==> src/rtl/ipm_unmask_if.sv <==
// ipm_unmask_if: start/share-vector request and unmasked-byte response bundle
interface ipm_unmask_if #(parameter int WIDTH = 32);
  logic             start_i;
  logic [WIDTH-1:0] shares_i;
  logic             busy_o;
  logic             valid_o;
  logic [7:0]       result_o;
  modport master (output start_i, shares_i, input busy_o, valid_o, result_o);
  modport slave (input start_i, shares_i, output busy_o, valid_o, result_o);
endinterface

==> src/rtl/ipm_unmask.sv <==
// ipm_unmask: recombines IPM shares into Z = xor_i L'[i]*Z[i] over GF(2^8), one share per cycle
module ipm_unmask #(
  parameter int n = 4,
  parameter int k = 1
) (
  input logic         clk_i,
  input logic         reset_ni,
  ipm_unmask_if.slave bus
);
  localparam int N = n - k + 1;
  localparam int WIDTH = N * 8;
  localparam int IW = $clog2(N);
  localparam logic [IW-1:0] LAST = IW'(N - 1);
  localparam logic [7:0] LP [4] = '{8'h01, 8'h1B, 8'hFA, 8'hBC};

  if (k != 1 || N < 2 || N > 4) begin : g_bad_param
    $error("ipm_unmask supports only k = 1 and 2 <= n <= 4");
  end

  typedef enum logic [1:0] {IDLE, ACC, DONE} state_t;

  state_t        state_q, state_d;
  logic [7:0]    sh_q [N];
  logic [7:0]    acc_q, acc_d, res_q, res_d;
  logic [IW-1:0] idx_q, idx_d;
  logic          valid_q, cap;
  logic [7:0]    rs1, rs2, prod;

  function automatic logic [7:0] gfmul(input logic [7:0] a, input logic [7:0] b);
    logic [7:0] p, x;
    p = '0;
    x = a;
    for (int i = 0; i < 8; i++) begin
      p = b[i] ? p ^ x : p;
      x = {x[6:0], 1'b0} ^ (x[7] ? 8'h1B : 8'h00);
    end
    return p;
  endfunction

  // Multiplier inputs are forced to zero outside ACC so stale shares never toggle it.
  assign rs1  = (state_q == ACC) ? LP[idx_q] : 8'h00;
  assign rs2  = (state_q == ACC) ? sh_q[idx_q] : 8'h00;
  assign prod = gfmul(rs1, rs2);

  always_comb begin
    state_d = state_q;
    acc_d   = acc_q;
    idx_d   = idx_q;
    res_d   = res_q;
    cap     = 1'b0;
    unique case (state_q)
      IDLE: if (bus.start_i) begin
        state_d = ACC;
        acc_d   = '0;
        idx_d   = '0;
        cap     = 1'b1;
      end
      ACC: begin
        acc_d = acc_q ^ prod;
        if (idx_q == LAST) begin
          res_d   = acc_q ^ prod;
          state_d = DONE;
        end else idx_d = idx_q + 1'b1;
      end
      DONE: state_d = IDLE;
      default: state_d = IDLE;
    endcase
  end

  always_ff @(posedge clk_i or negedge reset_ni) begin
    if (!reset_ni) begin
      state_q <= IDLE;
      acc_q   <= '0;
      idx_q   <= '0;
      res_q   <= '0;
      valid_q <= 1'b0;
      for (int i = 0; i < N; i++) sh_q[i] <= '0;
    end else begin
      state_q <= state_d;
      acc_q   <= acc_d;
      idx_q   <= idx_d;
      res_q   <= res_d;
      valid_q <= (state_d == DONE);
      if (cap) for (int i = 0; i < N; i++) sh_q[i] <= bus.shares_i[WIDTH-1-8*i -: 8];
    end
  end

  assign bus.busy_o   = (state_q != IDLE);
  assign bus.valid_o  = valid_q;
  assign bus.result_o = res_q;
endmodule

==> src/flat_wrapper.sv <==
// flat-port wrapper written by rule: the top's interface ports become plain ports
module ipm_unmask_flat 
#(
  parameter int n = 4,
  parameter int k = 1
)
  (clk_i, reset_ni, bus_start_i, bus_shares_i, bus_busy_o, bus_valid_o, bus_result_o);
  ipm_unmask_if #(.WIDTH(32)) bus_i ();
  input logic clk_i;
  input logic reset_ni;
  input wire logic [$bits(bus_i.start_i)-1:0] bus_start_i;
  input wire logic [$bits(bus_i.shares_i)-1:0] bus_shares_i;
  output wire logic [$bits(bus_i.busy_o)-1:0] bus_busy_o;
  output wire logic [$bits(bus_i.valid_o)-1:0] bus_valid_o;
  output wire logic [$bits(bus_i.result_o)-1:0] bus_result_o;
  assign bus_i.start_i = bus_start_i;
  assign bus_i.shares_i = bus_shares_i;
  assign bus_busy_o = bus_i.busy_o;
  assign bus_valid_o = bus_i.valid_o;
  assign bus_result_o = bus_i.result_o;
  ipm_unmask #(.n(n), .k(k)) u_core (.clk_i(clk_i), .reset_ni(reset_ni), .bus(bus_i));
endmodule
==> config.mk <==
export PLATFORM = sky130hd
export DESIGN_NAME = ipm_unmask_flat
export DESIGN_NICKNAME = d
export VERILOG_FILES = /design/src/rtl/ipm_unmask_if.sv /design/src/rtl/ipm_unmask.sv /design/src/flat_wrapper.sv
export SDC_FILE = /design/constraint.sdc
export NUM_CORES = 1
export LEC_CHECK = 0
export BUFFER_PORTS_ARGS = -buffer_cell sky130_fd_sc_hd__clkbuf_2
export CAP_MARGIN = 10
export CORE_UTILIZATION = 60
export CTS_BUF_LIST = sky130_fd_sc_hd__clkbuf_8
export CTS_CLUSTER_SIZE = 28
export DETAILED_ROUTE_END_ITERATION = 7
export HOLD_SLACK_MARGIN = 0.1
export PLACE_DENSITY = 0.92
export SETUP_SLACK_MARGIN = 0.1
export SLEW_MARGIN = 10
export SYNTH_ARGS = -nofsm -noshare
export SYNTH_HDL_FRONTEND = slang
export SYNTH_SLANG_ARGS = --single-unit
==> constraint.sdc <==
create_clock -name clk_i -period 3.45 [get_ports clk_i]
set_clock_uncertainty 0.1 [all_clocks]
set_input_delay 0.345 -clock clk_i [delete_from_list [all_inputs] [get_ports clk_i]]
set_output_delay 0.345 -clock clk_i [all_outputs]
set_load 0.05 [all_outputs]
Word level (Yosys, flattened, before mapping)
Index checks and enable logic that the tools add are counted.
- bits of input ports: 35
- register bits: 53
- logic and storage cells: 71
- output and inout bits: 10
- add/subtract/negate cells: 1
- muxes and demuxes: 33
- order comparisons: 1
- eq/ne operators: 5
- bitwise operators: 16
- reductions and logical operators: 6
- operators by type and width (operator ; count):
    2-to-1 mux 8 bit ; 15
    bitwise XOR 8 bit ; 15
    2-to-1 mux 5 bit ; 7
    binary-select mux 8 bit (select 2 bit) ; 2
    one-hot mux 8 bit (2 select lines) ; 1
    2-to-1 mux 2 bit ; 4
    one-hot mux 2 bit (2 select lines) ; 2
    equality test 2 bit (second input constant) ; 2
    != test 2 bit (second input constant) ; 2
    AND reduction 2 bit ; 2
    nonzero test 2 bit ; 2
    greater-or-equal comparator 3 bit (second input constant) ; 1
    inverter 2 -> 3 bit ; 1
    AND reduction 3 bit ; 1
    adder 2 x 1 -> 2 bit (second input constant) ; 1
    equality test 2 x 1 -> 1 bit (second input constant) ; 1
    logical NOT 2 bit ; 1
    2-to-1 mux 1 bit ; 2

Longest topological paths before layout
Gate-level depths: netlist (run 1).
- depth in word-level cells: 23
- gate-level depth with buffers: 12
- gate-level depth less buffers: 9

Worst setup path before layout (run 1)
OpenSTA, ideal clock, no wires.
- kind: register -> register
- start: register u_core.idx_q[0]
- end: register u_core.acc_q[1]
- required time: 3.270 ns
- arrival time: 2.646 ns
- path slack: 0.625 ns
- path buffers: 3
- period minus slack after synthesis: 2.825 ns
- stages on the path, launching flop included: 13
- setup time: 0.080 ns
- cells stage by stage: dfrtp_1 buf_4 buf_2 inv_1 ha_1 clkbuf_1 xnor3_1 nand2_1 nor2_4 xnor3_1 xnor2_1 xnor3_1 o22ai_2
- word-level cells in the longest chain between the ends: 23
- elaborated cells between the ends (all ways): 40
- classes of those cells: 24 x mux; 16 x bitwise
- RTL lines (what ; RTL line ; RTL):
    from (decl) ; ipm_unmask.sv:25 ; logic [IW-1:0] idx_q, idx_d;
    from (signal assigned) ; ipm_unmask.sv:81 ; idx_q <= idx_d;
    inverter 2 -> 3 bit (not written as such) * ; ipm_unmask.sv:41, ipm_unmask.sv:42 ;
    binary-select mux 8 bit (select 2 bit) ; ipm_unmask.sv:41 ; assign rs1 = (state_q == ACC) ? LP[idx_q] : 8'h00;
    2-to-1 mux 8 bit (not written as such) (2 in series) ; ipm_unmask.sv:41 ;
    2-to-1 mux 8 bit ; ipm_unmask.sv:41 ;
    2-to-1 mux 5 bit ; ipm_unmask.sv:35 ; x = {x[6:0], 1'b0} ^ (x[7] ? 8'h1B : 8'h00);
    bitwise XOR 8 bit ; ipm_unmask.sv:35 ;
    bitwise XOR 8 bit ; ipm_unmask.sv:34 ; p = b[i] ? p ^ x : p;
    2-to-1 mux 8 bit ; ipm_unmask.sv:34 ;
    (+6 left out) ; n/a ;
    bitwise XOR 8 bit ; ipm_unmask.sv:34 ;
    2-to-1 mux 8 bit ; ipm_unmask.sv:34 ;
    bitwise XOR 8 bit ; ipm_unmask.sv:34 ;
    2-to-1 mux 8 bit ; ipm_unmask.sv:34 ;
    bitwise XOR 8 bit ; ipm_unmask.sv:34 ;
    2-to-1 mux 8 bit * ; ipm_unmask.sv:34 ;
    bitwise XOR 8 bit * ; ipm_unmask.sv:59 ; acc_d = acc_q ^ prod;
    one-hot mux 8 bit (2 select lines) * ; ipm_unmask.sv:51 ; unique case (state_q)
    to (signal assigned) ; ipm_unmask.sv:73 ; acc_q <= '0;
    to (signal assigned) ; ipm_unmask.sv:80 ; acc_q <= acc_d;
    to (decl) ; ipm_unmask.sv:24 ; logic [7:0] acc_q, acc_d, res_q, res_d;
Every way passes the cells marked *; elsewhere a longest branch is shown, timed or not. The select of a mux whose other input is x is not followed.
A chain may end at the register's enable or synchronous reset.

Worst setup path in the final report (run 1)
- start: register u_core.idx_q[1]
- end: register u_core.res_q[7] (netlist: u_core.bus.result_o[7])
- word-level cells in the longest chain between the ends: 21
- elaborated cells between the ends (all ways): 38
- classes of those cells: 1 x eq/ne; 20 x mux; 16 x bitwise; 1 x reduce/logical
- RTL lines (what ; RTL line ; RTL):
    inverter 2 -> 3 bit (not written as such) ; ipm_unmask.sv:41, ipm_unmask.sv:42 ;
    binary-select mux 8 bit (select 2 bit) (on tied branches) ; ipm_unmask.sv:41, ipm_unmask.sv:42 ;
    2-to-1 mux 8 bit (on tied branches) (3 in series) ; ipm_unmask.sv:41, ipm_unmask.sv:42 ;
    2-to-1 mux 8 bit or bitwise XOR 8 bit (tied branches) ; ipm_unmask.sv:34, ipm_unmask.sv:35 ;
    bitwise XOR 8 bit ; ipm_unmask.sv:34 ;
    2-to-1 mux 8 bit ; ipm_unmask.sv:34 ;
    bitwise XOR 8 bit ; ipm_unmask.sv:34 ;
    2-to-1 mux 8 bit ; ipm_unmask.sv:34 ;
    (+3 left out) ; n/a ;
    2-to-1 mux 8 bit ; ipm_unmask.sv:34 ;
    bitwise XOR 8 bit ; ipm_unmask.sv:34 ;
    2-to-1 mux 8 bit ; ipm_unmask.sv:34 ;
    bitwise XOR 8 bit ; ipm_unmask.sv:34 ;
    2-to-1 mux 8 bit ; ipm_unmask.sv:34 ;
    bitwise XOR 8 bit ; ipm_unmask.sv:34 ;
    2-to-1 mux 8 bit ; ipm_unmask.sv:34 ;
    bitwise XOR 8 bit ; ipm_unmask.sv:61 ; res_d = acc_q ^ prod;
    to (signal assigned) ; ipm_unmask.sv:82 ; res_q <= res_d;
    to (decl) ; ipm_unmask.sv:24 ;
Parallel ways exist; a longest one is shown, timed or not. The select of a mux whose other input is x is not followed.

==> flow_metrics.env, run 1 <==
export IMPL_hold_path_cell_count=2
export IMPL_grt_pass1_vias=2290
export IMPL_first_iter_violations=115
export IMPL_dp_cells=410
export IMPL_grt_max_degree=35
export IMPL_worstHoldStart="bus_shares_i[10]"
export IMPL_synth_flop_cell="dfrtp_1"
export IMPL_nets=386
export IMPL_final_antenna_net_count=0
export IMPL_period_minus_slack_ns=2.990
export IMPL_synth_top_cell_area_share=0.4052
export IMPL_grt_ovfl_total=0
export IMPL_fin_tns_setup_ns=0
export IMPL_pin_count=45
export IMPL_end_kind="register"
export IMPL_worst_skew_pair_late_latency_ns=0.30
export IMPL_drive_gt1_frac=0.2931
export IMPL_cts_tree="built"
export IMPL_dp_hpwl_um=5039
export IMPL_synth_area_mm2=0.003273
export IMPL_synth_seq_area_share=0.4052
export IMPL_min_path_type="input port to register"
export IMPL_viasPerCell=5.495
export IMPL_netlist_top_cells_count="dfrtp_1, nand2_1, xnor2_1, mux2_2, xor2_1"
export IMPL_cts_buffers=5
export IMPL_async_flop_share=1.000
export IMPL_worst_setup_path_type="register to register"
export IMPL_fin_cells=418
export IMPL_synth_cell_types=32
export IMPL_rr_endpoint="u_core.bus.result_o[7]"
export IMPL_r2r_cells=8
export IMPL_critPathLaunchType="register"
export IMPL_io_buffers=44
export IMPL_ys_ff_latch=53
export IMPL_synth_most_common_cell="dfrtp_1"
export IMPL_synthTopCellsByArea="dfrtp_1, mux2_2, xnor2_1"
export IMPL_fp_dieH_um=75.86
export IMPL_syn_nets=343
export IMPL_fin_util=0.7085
export IMPL_post_drt_wl_per_cell_um=15.75
export IMPL_cts_htree_levels=2
export IMPL_core_area_mm2=0.005172
export IMPL_fill_cells=372
export IMPL_place_congestion=0.9422
export IMPL_first_pass_iters=5
export IMPL_clk_pin_slew_worst_paths_ns=0.10
export IMPL_worstPathArrival_ns=3.06
export IMPL_synth_edff_count=0
export IMPL_status="complete, no violations"
export IMPL_setup_viol=0
export IMPL_antenna_found_initial=0
export IMPL_yosys_warnings=0
export IMPL_hold_ws_ns=0.1656
export IMPL_critPathMaxFanout=11
export IMPL_cts_sinks=53
export IMPL_clockBufferDepth=2
export IMPL_initial_core_util=0.6328
export IMPL_vias=2297
export IMPL_r2r_slack_ns=0.46
export IMPL_tightest_slew_ns=0.8927
export IMPL_die_area_mm2=0.005755
export IMPL_grt_total_usage=0.2569
export IMPL_syn_instance_count=305
export IMPL_max_slew_margin=0.4035
export IMPL_drc=0
export IMPL_fin_crit_sh=0.8667
export IMPL_ctsResizeCount=0
export IMPL_synth_area_leader_cell="dfrtp_1"
export IMPL_wl_um=6583
export IMPL_syn_avg_cell_area_um2=10.73
export IMPL_fmax_mhz=334.4
export IMPL_cap_violations=0
export IMPL_final_max_slew_viol_count=0
export IMPL_synthToLayoutAreaGrowth_pct=11.96
export IMPL_grt_setup_unrepaired="false"
export IMPL_die_width_um=75.86
export IMPL_cts_hold_buf=1
export IMPL_required_ns=3.52
export IMPL_r2r_start="u_core.idx_q[1]"
export IMPL_final_hold_viol_count=0
export IMPL_diodes=0
export IMPL_rows=26
export IMPL_clock_root_buffer="clkbuf_8"
export IMPL_grt_pass1_wl_um=10800
export IMPL_holdPathEnd="u_core.sh_q[10]"
export IMPL_postCtsSetupBuffers=0
==> registers in the layout, indices dropped and copies added, names as in the netlist <==
name	count
u_core.sh_q	32
u_core.idx_q	2
u_core.bus.valid_o	1
u_core.bus.result_o	8
u_core.state_q	2
u_core.acc_q	8
==> stage by stage <==
stage	setup WS, ns	area (µm²)
2_1_floorplan	0.6247	3273
5_1_grt	0.2450	3665
4_1_cts	0.4860	3665
6_report	0.4600	3665
3_3_place_gp	0.6174	3547
3_5_place_dp	0.4952	3547
==> cell usage in the layout, fill, tap and decap left out, types with 2 or more instances in the layout <==
| cell | count |
|---|---|
| xnor3_1 | 5 |
| nor2b_1 | 2 |
| nand2_1 | 45 |
| dfrtp_1 | 53 |
| a22oi_1 | 2 |
| nor2_4 | 2 |
| clkbuf_2 | 44 |
| nand3_1 | 10 |
| buf_4 | 6 |
| and2_1 | 2 |
| mux2i_1 | 16 |
| clkbuf_8 | 5 |
| inv_1 | 6 |
| o22ai_1 | 12 |
| xor2_1 | 23 |
| mux2_2 | 33 |
| ha_1 | 3 |
| nor2_1 | 12 |
| o21ai_0 | 8 |
| o22ai_2 | 5 |
| xnor2_1 | 41 |
==> metal layers <==
metal	vias up	track usage	wire length, µm
li1	1111	-	-
met1	1102	0.3322	2863
met2	72	0.4317	3238
met3	12	0.05556	390
met4	0	0.08025	91
met5	-	0	0
==> critical path, stage by stage (launching register included) <==
cell and delay (ns):
dfrtp_1 0.61, ha_1 0.53, xnor3_1 0.49, nor2_2 0.29, nand2_1 0.12, xnor2_1 0.27
xnor2_1 0.17, xnor2_1 0.17, o21ai_0 0.11
==> cells by family (layout without fill, tap and decap cells) <==
group | after synthesis | count (layout) | share of synthesized area
compound gates | 30 | 30 | 0.06842
xor+xnor | 69 | 69 | 0.2057
fa+ha+maj | 3 | 3 | 0.01147
buf+inv | 21 | 64 | 0.03326
flops | 53 | 53 | 0.4052
mux | 50 | 50 | 0.1693
simple gates | 79 | 79 | 0.1067
==> worst max path at each step <==
stage | start | endpoint | slack, ns
after floorplan | u_core.idx_q[0] | u_core.acc_q[1] | 0.62
after global placement | u_core.idx_q[1] | u_core.bus.result_o[7] | 0.62
after detailed placement | u_core.idx_q[1] | u_core.bus.result_o[7] | 0.50
after CTS | u_core.idx_q[1] | u_core.bus.result_o[7] | 0.49
after global routing | u_core.idx_q[1] | u_core.bus.result_o[1] | 0.25
final | u_core.idx_q[1] | u_core.bus.result_o[7] | 0.46
==> layout make-up <==
class                           instances  area, µm²  share of cell area
Multi-Input combinational cell        231       1846              0.5036
Sequential cell                        53       1326              0.3619
Timing Repair Buffer                   51      275.3             0.07511
Tap cell                               70      87.58             0.02390
Clock buffer                            5      68.82             0.01878
Clock inverter                          2      38.79             0.01058
Inverter                                6      22.52            0.006145
Power of run 1 is left out: the tool's default activity adds up to more than one toggle a clock period on the data nets, which glitch-free logic cannot reach.
==> run 2, diff against run 1 <==
ABC_AREA = 1   (was unset)
CORE_UTILIZATION = 61   (was 60)
==> run 2 against run 1 <==
Effect of this change: setup slack gained 0.069 ns; via count up 68%; synthesized area is 18% higher; global-route usage rose by 5.3 points; design area increased by 16%; flip-flop and latch count unchanged; worst hold slack worse by 0.048 ns; register-to-register slack improved by 0.07 ns; clock-buffer cell count is the same; non-clock buffer count is the same; highest routed layer unchanged; first-iteration DRC count up 140%.
==> flow_metrics.env, run 2 <==
export IMPL_ys_ff_latch=53
export IMPL_clockBufferDepth=2
export IMPL_worst_setup_path_type="register to register"
export IMPL_rr_endpoint="u_core.bus.result_o[1]"
export IMPL_synth_top_cell_area_share=0.3433
export IMPL_ctsResizeCount=0
export IMPL_final_max_slew_viol_count=0
export IMPL_critPathMaxFanout=11
export IMPL_worstHoldStart="bus_shares_i[5]"
export IMPL_fin_crit_sh=0.8466
export IMPL_yosys_area_share_simple=0.4582
export IMPL_wl_um=9354
export IMPL_place_congestion=0.9833
export IMPL_max_slew_margin=0.5695
export IMPL_syn_instance_count=597
export IMPL_async_flop_share=1.000
export IMPL_path_delay_family="simple AND/OR/NAND/NOR gates"
export IMPL_synth_area_leader_cell="dfrtp_1"
export IMPL_dp_hpwl_um=7049
export IMPL_post_drt_wl_per_cell_um=13.08
export IMPL_largest_reg_flops=32
export IMPL_first_pass_iters=5
export IMPL_rows=28
export IMPL_synth_cell_types=34
export IMPL_cts_tree="built"
export IMPL_synth_most_common_cell="nand2_1"
export IMPL_syn_nets=635
export IMPL_die_area_mm2=0.006656
export IMPL_crit_chain="inv_1, ha_1, nand3_1, nand2_1, nand2_1, nand2_1, nand2_1, inv_1, nand2_1, nand3_1, nand3b_1, nand2_1, inv_1, nand2_1, nand2_1, nand2_1, nand2_1"
export IMPL_synth_xor_area_frac=0.05829
export IMPL_worst_skew_pair_late_latency_ns=0.31
export IMPL_io_buffers=44
export IMPL_fin_tns_setup_ns=0
export IMPL_viasPerCell=5.386
export IMPL_die_width_um=81.59
export IMPL_synthToLayoutAreaGrowth_pct=9.877
export IMPL_critPathSlowestCell="dfrtp_1"
export IMPL_critPathMostFrequentCell="nand2_1"
export IMPL_clk_pin_slew_worst_paths_ns=0.11
export IMPL_core_area_mm2=0.006026
export IMPL_vias=3851
export IMPL_p_leak_nw=2.429
export IMPL_use_met3=0.04444
export IMPL_synth_compound_area_share=0.03918
export IMPL_status="complete, no violations"
export IMPL_use_met1=0.3973
export IMPL_diodes=0
export IMPL_r2r_slack_ns=0.53
export IMPL_final_antenna_net_count=0
export IMPL_cts_sinks=53
export IMPL_grt_setup_unrepaired="false"
export IMPL_powerDensity_mw_per_mm2=1147
export IMPL_final_hold_viol_count=0
export IMPL_cts_buffers=5
export IMPL_end_kind="register"
export IMPL_final_cell_mix="nand2_1, nand3_1, inv_1, dfrtp_1, clkbuf_2"
export IMPL_synth_area_mm2=0.003864
export IMPL_setup_viol=0
export IMPL_antenna_found_initial=0
export IMPL_period_minus_slack_ns=2.921
export IMPL_synth_seq_area_share=0.3433
export IMPL_syn_avg_cell_area_um2=6.472
export IMPL_r2r_start="u_core.idx_q[1]"
export IMPL_cp_num_buf_inv=3
export IMPL_cap_violations=0
export IMPL_tightest_slew_ns=0.6434
export IMPL_grt_ovfl_total=0
export IMPL_yosys_warnings=0
export IMPL_grt_pass1_vias=3631
export IMPL_grt_busiest_layer="met2"
export IMPL_grt_total_usage=0.3102
export IMPL_postCtsSetupBuffers=0
export IMPL_synthTopCellsByArea="dfrtp_1, nand2_1, nand3_1"
export IMPL_cts_htree_levels=2
export IMPL_drc=0
export IMPL_fmax_mhz=342.4
export IMPL_critPathLaunchType="register"
export IMPL_worstPathArrival_ns=3.03
export IMPL_largest_register="u_core.sh_q"
export IMPL_grt_max_degree=35
export IMPL_clock_root_buffer="clkbuf_8"
export IMPL_initial_core_util=0.6412
export IMPL_final_common_cell="nand2_1"
export IMPL_required_ns=3.56
export IMPL_fin_util=0.7045
export IMPL_grt_pass1_wl_um=15840
export IMPL_netlist_top_cells_count="nand2_1, nand3_1, inv_1, dfrtp_1, o21ai_0"
export IMPL_grt_util_met2=0.5283
export IMPL_nets=677
export IMPL_first_iter_violations=280
export IMPL_synth_fa_ha_area_frac=0.009715
export IMPL_r2r_cells=17
export IMPL_synth_top_family_by_area="simple AND/OR/NAND/NOR gates"
export IMPL_pin_count=45
export IMPL_fp_dieH_um=81.59
export IMPL_holdPathEnd="u_core.sh_q[5]"
export IMPL_drive_gt1_frac=0.1375
export IMPL_hold_path_cell_count=3
export IMPL_synth_flop_cell="dfrtp_1"
export IMPL_synth_edff_count=0
export IMPL_hold_ws_ns=0.1174
export IMPL_min_path_type="input port to register"
export IMPL_muxShareOfSynthArea=0
export IMPL_max_stage_delay_ns=0.66
export IMPL_irDropWorstVdd_uv=598.6
[run 2: changes by cell type after synthesis, sizes merged, moves of 17 or more]
cell,before,now
nand2,45,317
mux2,33,0
inv,6,64
nand3,10,64
xnor2,41,7
o22ai,17,0
[run 2: where the power goes]
group          total (mW)  switching (mW)  leakage [nW]  internal (mW)
clock network       0.446           0.224        0.0591          0.222
logic                3.33            2.29          1.71           1.03
registers            1.09           0.182         0.663          0.913
[run 2: how the worst max path moves through the flow]
stage	startpoint	slack (ns)	to	depth (start not counted)
floorplan	u_core.idx_q[1]	1.10	u_core.bus.result_o[5]	15
global placement	u_core.idx_q[1]	0.72	u_core.bus.result_o[1]	17
detailed placement	u_core.idx_q[1]	0.60	u_core.acc_q[5]	18
CTS	u_core.idx_q[1]	0.57	u_core.acc_q[5]	18
global route	u_core.idx_q[1]	0.31	u_core.bus.result_o[1]	17
finish	u_core.idx_q[1]	0.53	u_core.bus.result_o[1]	17
[run 2: cells by family (layout without fill, tap and decap cells)]
| family | after synthesis | after routing |
|---|---|---|
| adders and majority gates | 3 | 3 |
| DFF | 53 | 53 |
| buffers and inverters | 81 | 124 |
| xor gates and xnor gates | 24 | 24 |
| and+or+nand+nor | 408 | 408 |
| AOI/OAI and AO/OA | 28 | 28 |
[run 2: per-stage QoR]
step | power [mW] | area (µm²) | setup WS, ns | instances
final | 4.868 | 4245 | 0.5293 | 715
after global routing | 5.365 | 4245 | 0.3088 | 715
after CTS | 4.832 | 4245 | 0.5716 | 715
after detailed placement | 4.358 | 4119 | 0.5951 | 706
after global placement | 4.244 | 4119 | 0.7192 | 706
after floorplan | 3.720 | 3864 | 1.101 | 597
[run 2: cell type report]
cell class,instances,area (µm²)
multi-input cells,463,2185
fillers,529,1780
flip-flops and latches,53,1326
repair buffers,51,275.3
inverters,65,249.0
well taps,75,93.84
clock buffers,5,68.82
clock inverters,3,47.55
[run 2: worst register-to-register path: cells and delay by family (launching register included)]
family	cells	cell delay [ns]
buffers and inverters	3	0.36
flip-flops	1	0.66
AND/OR/NAND/NOR	13	1.40
adder cells (fa/ha/maj)	1	0.32
[run 2: what timing repair did]
item	CTS	global route
hold buffers	1	0
endpoints found under the setup margin	0	0
hold endpoints to repair	19	0
[run 2: layer usage]
metal,wire length [µm],share of wire
met3,560,0.060
met4,224,0.024
met1,4015,0.43
met5,0,0
met2,4554,0.49
(Power assumes the default switching activity.)
